### src/rtl/wr_ptr_full_pkg.sv
// wr_ptr_full_pkg: FIFO pointer defaults (ADDR_W, AF_MARGIN) and bin2gray/gray2bin helpers shared by write and read sides
package wr_ptr_full_pkg;
  localparam int ADDR_W_DEF = 4;
  localparam int AF_MARGIN_DEF = 2;
  function automatic logic [31:0] bin2gray(input logic [31:0] b);
    return b ^ (b >> 1);
  endfunction
  function automatic logic [31:0] gray2bin(input logic [31:0] g);
    logic [31:0] b;
    b = g;
    for (int i = 1; i < 32; i++) b = b ^ (g >> i);
    return b;
  endfunction
endpackage

### src/rtl/wr_ptr_full_sync_2ff.sv
// sync_2ff: two-flop synchronizer; clk/rst in, d (async, W bits) in, q (synchronized) out, resets to 0
module sync_2ff #(
  parameter int W = 1
) (
  input  logic         clk,
  input  logic         rst,
  input  logic [W-1:0] d,
  output logic [W-1:0] q
);
  logic [W-1:0] s1;
  always_ff @(posedge clk)
    if (rst) {q, s1} <= '0;
    else {q, s1} <= {s1, d};
endmodule

### src/rtl/wr_ptr_full.sv
// wr_ptr_full: async FIFO write-side pointer/full logic; in wr_clk, wr_rst, wr_req, rd_gptr_async; out mem_wr_en, wr_ptr, wr_gptr, full, almost_full, wr_level, overflow
module wr_ptr_full
  import wr_ptr_full_pkg::*;
#(
  parameter int ADDR_W = ADDR_W_DEF,
  parameter int AF_MARGIN = AF_MARGIN_DEF
) (
  input  logic              wr_clk,
  input  logic              wr_rst,
  input  logic              wr_req,
  input  logic [ADDR_W:0]   rd_gptr_async,
  output logic              mem_wr_en,
  output logic [ADDR_W-1:0] wr_ptr,
  output logic [ADDR_W:0]   wr_gptr,
  output logic              full,
  output logic              almost_full,
  output logic [ADDR_W:0]   wr_level,
  output logic              overflow
);
  localparam int W = ADDR_W + 1;
  localparam int DEPTH = 2 ** ADDR_W;
  logic [ADDR_W:0] wbin, wbin_next, gray_next, rq2_gptr, rq2_bin, level_next;
  logic push, full_next;
  sync_2ff #(.W(W)) u_sync (
    .clk(wr_clk),
    .rst(wr_rst),
    .d  (rd_gptr_async),
    .q  (rq2_gptr)
  );
  always_comb begin
    push = wr_req && !full && !wr_rst;
    wbin_next = wbin + W'(push);
    gray_next = W'(bin2gray(32'(wbin_next)));
    rq2_bin = W'(gray2bin(32'(rq2_gptr)));
    level_next = wbin_next - rq2_bin;
    full_next = gray_next == {~rq2_gptr[ADDR_W:ADDR_W-1], rq2_gptr[ADDR_W-2:0]};
  end
  assign mem_wr_en = push;
  assign wr_ptr = wbin[ADDR_W-1:0];
  always_ff @(posedge wr_clk)
    if (wr_rst) begin
      wbin <= '0;
      wr_gptr <= '0;
      full <= 1'b0;
      almost_full <= 1'b0;
      wr_level <= '0;
      overflow <= 1'b0;
    end else begin
      wbin <= wbin_next;
      wr_gptr <= gray_next;
      full <= full_next;
      almost_full <= level_next >= W'(DEPTH - AF_MARGIN);
      wr_level <= level_next;
      overflow <= overflow | (wr_req & full);
    end
endmodule

### config.mk
export PLATFORM = sky130hd
export DESIGN_NAME = wr_ptr_full
export DESIGN_NICKNAME = d
export VERILOG_FILES = /design/src/rtl/wr_ptr_full_pkg.sv /design/src/rtl/wr_ptr_full_sync_2ff.sv /design/src/rtl/wr_ptr_full.sv
export SDC_FILE = /design/constraint.sdc
export NUM_CORES = 1
export LEC_CHECK = 0
export CORE_MARGIN = 2
export CORE_UTILIZATION = 40
export DETAILED_ROUTE_END_ITERATION = 12
export DONT_BUFFER_PORTS = 1
export PLACE_DENSITY_LB_ADDON = 0.08
export SYNTH_ARGS = -nofsm -noshare
export SYNTH_HDL_FRONTEND = slang
export SYNTH_SLANG_ARGS = --single-unit
### constraint.sdc
create_clock -name wr_clk -period 8.5 [get_ports wr_clk]
set_input_delay 1.7 -clock wr_clk [delete_from_list [all_inputs] [get_ports wr_clk]]
set_output_delay 1.7 -clock wr_clk [all_outputs]
set_load 0.05 [all_outputs]
; Word-level counts from Yosys, hierarchy flattened
; Cells that the tools add are included.
[word_totals]
reg_bits = 28
out_inout_bits = 18
wordCells = 24
[op_classes]
add_sub_neg = 2
magnitude_cmp = 1
n_eq_ne = 1
bitwise = 8
reduce_logical = 4
[op_table]
columns = op, count
row1 = 5-bit by 4-bit bitwise XOR with 5-bit output, 2
row2 = 5-bit by 1-bit adder with 5-bit output, 1
row3 = 5-bit equality test, 1
row4 = 5-bit by 4-bit >= comparator with 1-bit output (second input constant), 1
row5 = 5-bit subtractor, 1
row6 = 5-bit by 1-bit bitwise XOR with 5-bit output, 1
row7 = 5-bit by 2-bit bitwise XOR with 5-bit output, 1
row8 = 5-bit by 3-bit bitwise XOR with 5-bit output, 1
row9 = 1-bit logical AND, 2
row10 = 1-bit logical NOT, 2
row11 = 2-bit NOT, 1
row12 = 1-bit AND, 1
row13 = 1-bit OR, 1

; Logic depth before layout (Yosys ltp)
[depth]
depth_word = 6
depth_mapped = 12
mapped_depth_nobuf = 11

; Cells and area by module
; Synthesis repeated with hierarchy kept, for this count alone.
[hier_totals]
cells_unflattened = 111
area_unflattened_um2 = 1159.9
[by_module_without_submodules]
columns = mod, n_inst, cells_each, area_per_inst_um2, seq_area_each_um2
row1 = wr_ptr_full, 1, 91, 897.1, 340.3
row2 = sync_2ff, 1, 20, 262.8, 200.2

; Worst setup path after synthesis
; OpenSTA, ideal clock, no wires.
[synth_path]
kind = in2reg
start = in wr_rst
end = reg almost_full
t_arrival_ns = 5.091
setup_slack_ns = 3.273
cell_stages = 11
path_buffers = 2
path_cell_list = clkbuf_1 clkbuf_1 nor3b_1 ha_1 ha_1 xor2_2 ha_1 a21o_1 a21oi_1 xor2_1 o32ai_1
[synth_between]
elab_chain_len = 5
[synth_rtl]
columns = item, line
row1 = start: declaration, wr_ptr_full.sv:9  ; input logic wr_rst,
row2 = 1-bit logical NOT, wr_ptr_full.sv:31  ; push = wr_req && !full && !wr_rst;
row3 = 1-bit logical AND, wr_ptr_full.sv:31
row4 = named net mem_wr_en, wr_ptr_full.sv:12  ; output logic mem_wr_en,
row5 = 5-bit by 1-bit adder with 5-bit output, wr_ptr_full.sv:32  ; wbin_next = wbin + W'(push);
row6 = named net wbin_next[2], wr_ptr_full.sv:22  ; logic [ADDR_W:0] wbin, wbin_next, gray_next, rq2_gptr, rq2_bin, level_next;
row7 = 5-bit subtractor, wr_ptr_full.sv:35  ; level_next = wbin_next - rq2_bin;
row8 = 5-bit by 4-bit >= comparator with 1-bit output, wr_ptr_full.sv:52  ; almost_full <= level_next >= W'(DEPTH - AF_MARGIN);
row9 = end signal: assignment, wr_ptr_full.sv:52
row10 = end: declaration, wr_ptr_full.sv:16  ; output logic almost_full,
; The timed path passes the listed nets, and every way through them passes these cells.
; A chain may end at the register's enable or synchronous reset.

; Final worst setup path
[layout_path]
start = in wr_rst
end = out mem_wr_en
[layout_between]
elab_chain_len = 2
[layout_rtl]
columns = item, line
row1 = 1-bit logical NOT, wr_ptr_full.sv:31
row2 = 1-bit logical AND, wr_ptr_full.sv:31
row3 = end: declaration, wr_ptr_full.sv:12
; Every way passes these cells.

==> reports/qor.txt <==
share of post-route cells with drive strength above 1: 11.43%
Finish-stage setup viols: 0
Post-CTS Setup Bufs: 0
status: completed
DRC Markers: 0
Worst setup EP type: output pin
Cells after DPL: 132
FMAX: 241.0 MHz
CP bufs+invs: 0
hpwl dp: 1.193 mm
core footprint: 0.002710 sq mm
worst setup path endpoint: mem_wr_en
hold_buf cts: 0
Die ar.: 0.003235 sq mm
Worst Setup SP: wr_rst
Critical Path, Cell by Cell: nor3b_2
Final Max Tran Viols: 0
initial antenna violation count: 0
syn_area_per_cell: 10.76 sq um
sequential element share of the synthesized area: 48.32%
worst-path maximum fanout: 28
Global Route Usage Sum: 11.03%
Yosys cell types: 24
WHS Path Cells: 1
Skew-Pair Late Insertion Delay: 310 ps
Lkg Pwr: 0.0004919 uW
post_cts resized: 0
Setup Crit Path Kind: primary input to output pin
clk sinks: 27
Worst-path clk slew: 140 ps
Root Driver: clkbuf_4
fin crit share: 48.82%
startpoint types: primary input
number of CTS-inserted buffers: 3
vias in the first global route: 606
Area Growth Syn to Fin: 5.257%
R2R Path End: almost_full
Starting Density: 41.27%
Die Y: 56.88 um
R2R Path Start: full
Worst path max stage delay: 750 ps
Syn Std Cell Area: 0.001119 sq mm
IO buf count: 0
largest net degree at the start of global routing: 29
slowest cell on the critical path: nor3b_2
CTS tree: done
Row Count: 19
Worst Hold Class: register to register
register area: 540.5 sq um
critical path depth: 1
number of cells on the worst reg-to-reg path: 9
setup TNS: 0 ps
Setup WS pre-CTS: 4115 ps
GRT overflow: 0
CTS max path bufs: 2
critical path's top delay family: simple AND/OR/NAND/NOR gates
# fillers: 283
area occupied by multi-input gates: 545.5 sq um
Mapped Cells: 104
RSZ-0062 raised after global routing: false
Worst Max-Slew Pin Slew: 952.3 ps
critical path arrival: 2450 ps
Synth Net Count: 120
Seq cells post-synth: 27
PwrDens: 213.0 mW/mm^2
DR WL/cell: 11.40 um
Top FF cell, synth: dfxtp_1
violation count after the first detailed-route iteration: 8
Relative slew margins: 36.24%
Reg2Reg Setup Slack: 5240 ps
Post-synth EDFFs: 0
WP data required: 6800 ps
GPL Wtd Cong: 0.7468
fin nets: 122
worst hold slack: 444.9 ps
Peak VDD IR: 0.0001052 V
first-pass GRT wire length: 2.773 mm
max-cap check violation count: 0
setup ws final: 4351 ps
Routed WL: 1.550 mm
DRT antenna net count: 0
Syn. warnings: 0
DR vias: 625
Hold Vio Cnt, Final: 0
# IOs: 26
H-tree levels: 1
skew final: 6.790 ps
ys async rst share: 0%
Layout Cells excl Fill: 136
Avg Vias per Cell: 4.596
Final min period: 4149 ps
1st-pass router iterations: 2
Die Wd: 56.88 um
ant diodes: 0
cells in the mapped netlist, types with 2 or more instances:
cell type  count  area, sq um
a21o_1         2        15.01
a21oi_1        3        15.01
clkbuf_1       2        7.510
dfxtp_1       27        540.5
ha_1           7        87.58
inv_1          6        22.52
nand3_1        2        10.01
nor2_1        13        48.80
nor2b_1       11        68.82
xnor2_1        9        78.83
xnor2_2        2        32.53
xor2_1         6        52.55
xor2_2         3        48.80
per-layer routing:
layer	global-route usage (%)	part of all wire [%]	up-vias
met5	0	0	-
met4	3.987	1.4	0
met3	2.074	4.1	2
met2	18.72	47	14
met1	13.81	47	285
li1	-	-	324
cells by family after synthesis:
kind of cell	synth area share [%]
AO/OA/AOI/OAI	5.593
XOR/XNOR	19.02
flip-flops	48.32
AND/OR/NAND/NOR	14.10
buffers and inverters	3.355
adder cells (fa/ha/maj)	9.619
per-stage QoR:
step / utilization (%) / power (uW) / area (sq um)
finish: 43.44 / 250.8 / 1177
detailed placement: 42.47 / 201.9 / 1151
floorplan: - / 197.9 / 1119
global route: 43.44 / 267.2 / 1177
CTS: 43.44 / 256.2 / 1177
global placement: 42.47 / 202.2 / 1151
final cells by class:
cell class,instances,share of cell area (%)
inverter,7,2.232
multi-input combinational,67,46.33
tap,31,3.294
clock buffer,4,2.232
sequential,27,45.91
layout by cell type (no fill, tap or decap), drive strengths merged:
| master | n |
|---|---|
| or2 | 1 |
| clkbuf | 4 |
| dfxtp | 27 |
| xor2 | 9 |
| nor2b | 11 |
| fa | 1 |
| a211oi | 1 |
| a21o | 2 |
| o32ai | 1 |
| nor2 | 13 |
| xnor2 | 11 |
| o211ai | 1 |
| a21oi | 4 |
| nand3 | 3 |
| ha | 7 |
| inv | 7 |
| nor3b | 1 |
| or3 | 1 |
registers in the layout (all words and copies together), names as in the netlist:
register	cells
u_sync.q	5
u_sync.s1	5
wbin	5
wr_level	5
wr_gptr	4
almost_full	1
full	1
overflow	1
power by group:
group          total [uW]  switching [uW]  internal, uW
Combinational        31.9            16.7          15.2
Sequential            166            30.3           136
Clock                52.5            34.2          18.3
Total                 251            81.2           170
worst min-delay path by stage:
stage / start / endpoint / slack (ps)
final: u_sync.s1[2] / u_sync.q[2] / 440
after global routing: u_sync.s1[1] / u_sync.q[1] / 460
after CTS: u_sync.s1[2] / u_sync.q[2] / 440
after detailed placement: u_sync.s1[2] / u_sync.q[2] / 430
after global placement: u_sync.s1[2] / u_sync.q[2] / 420
after floorplan: u_sync.s1[0] / u_sync.q[0] / 410
No activity file was read; power rests on OpenSTA's default activity.
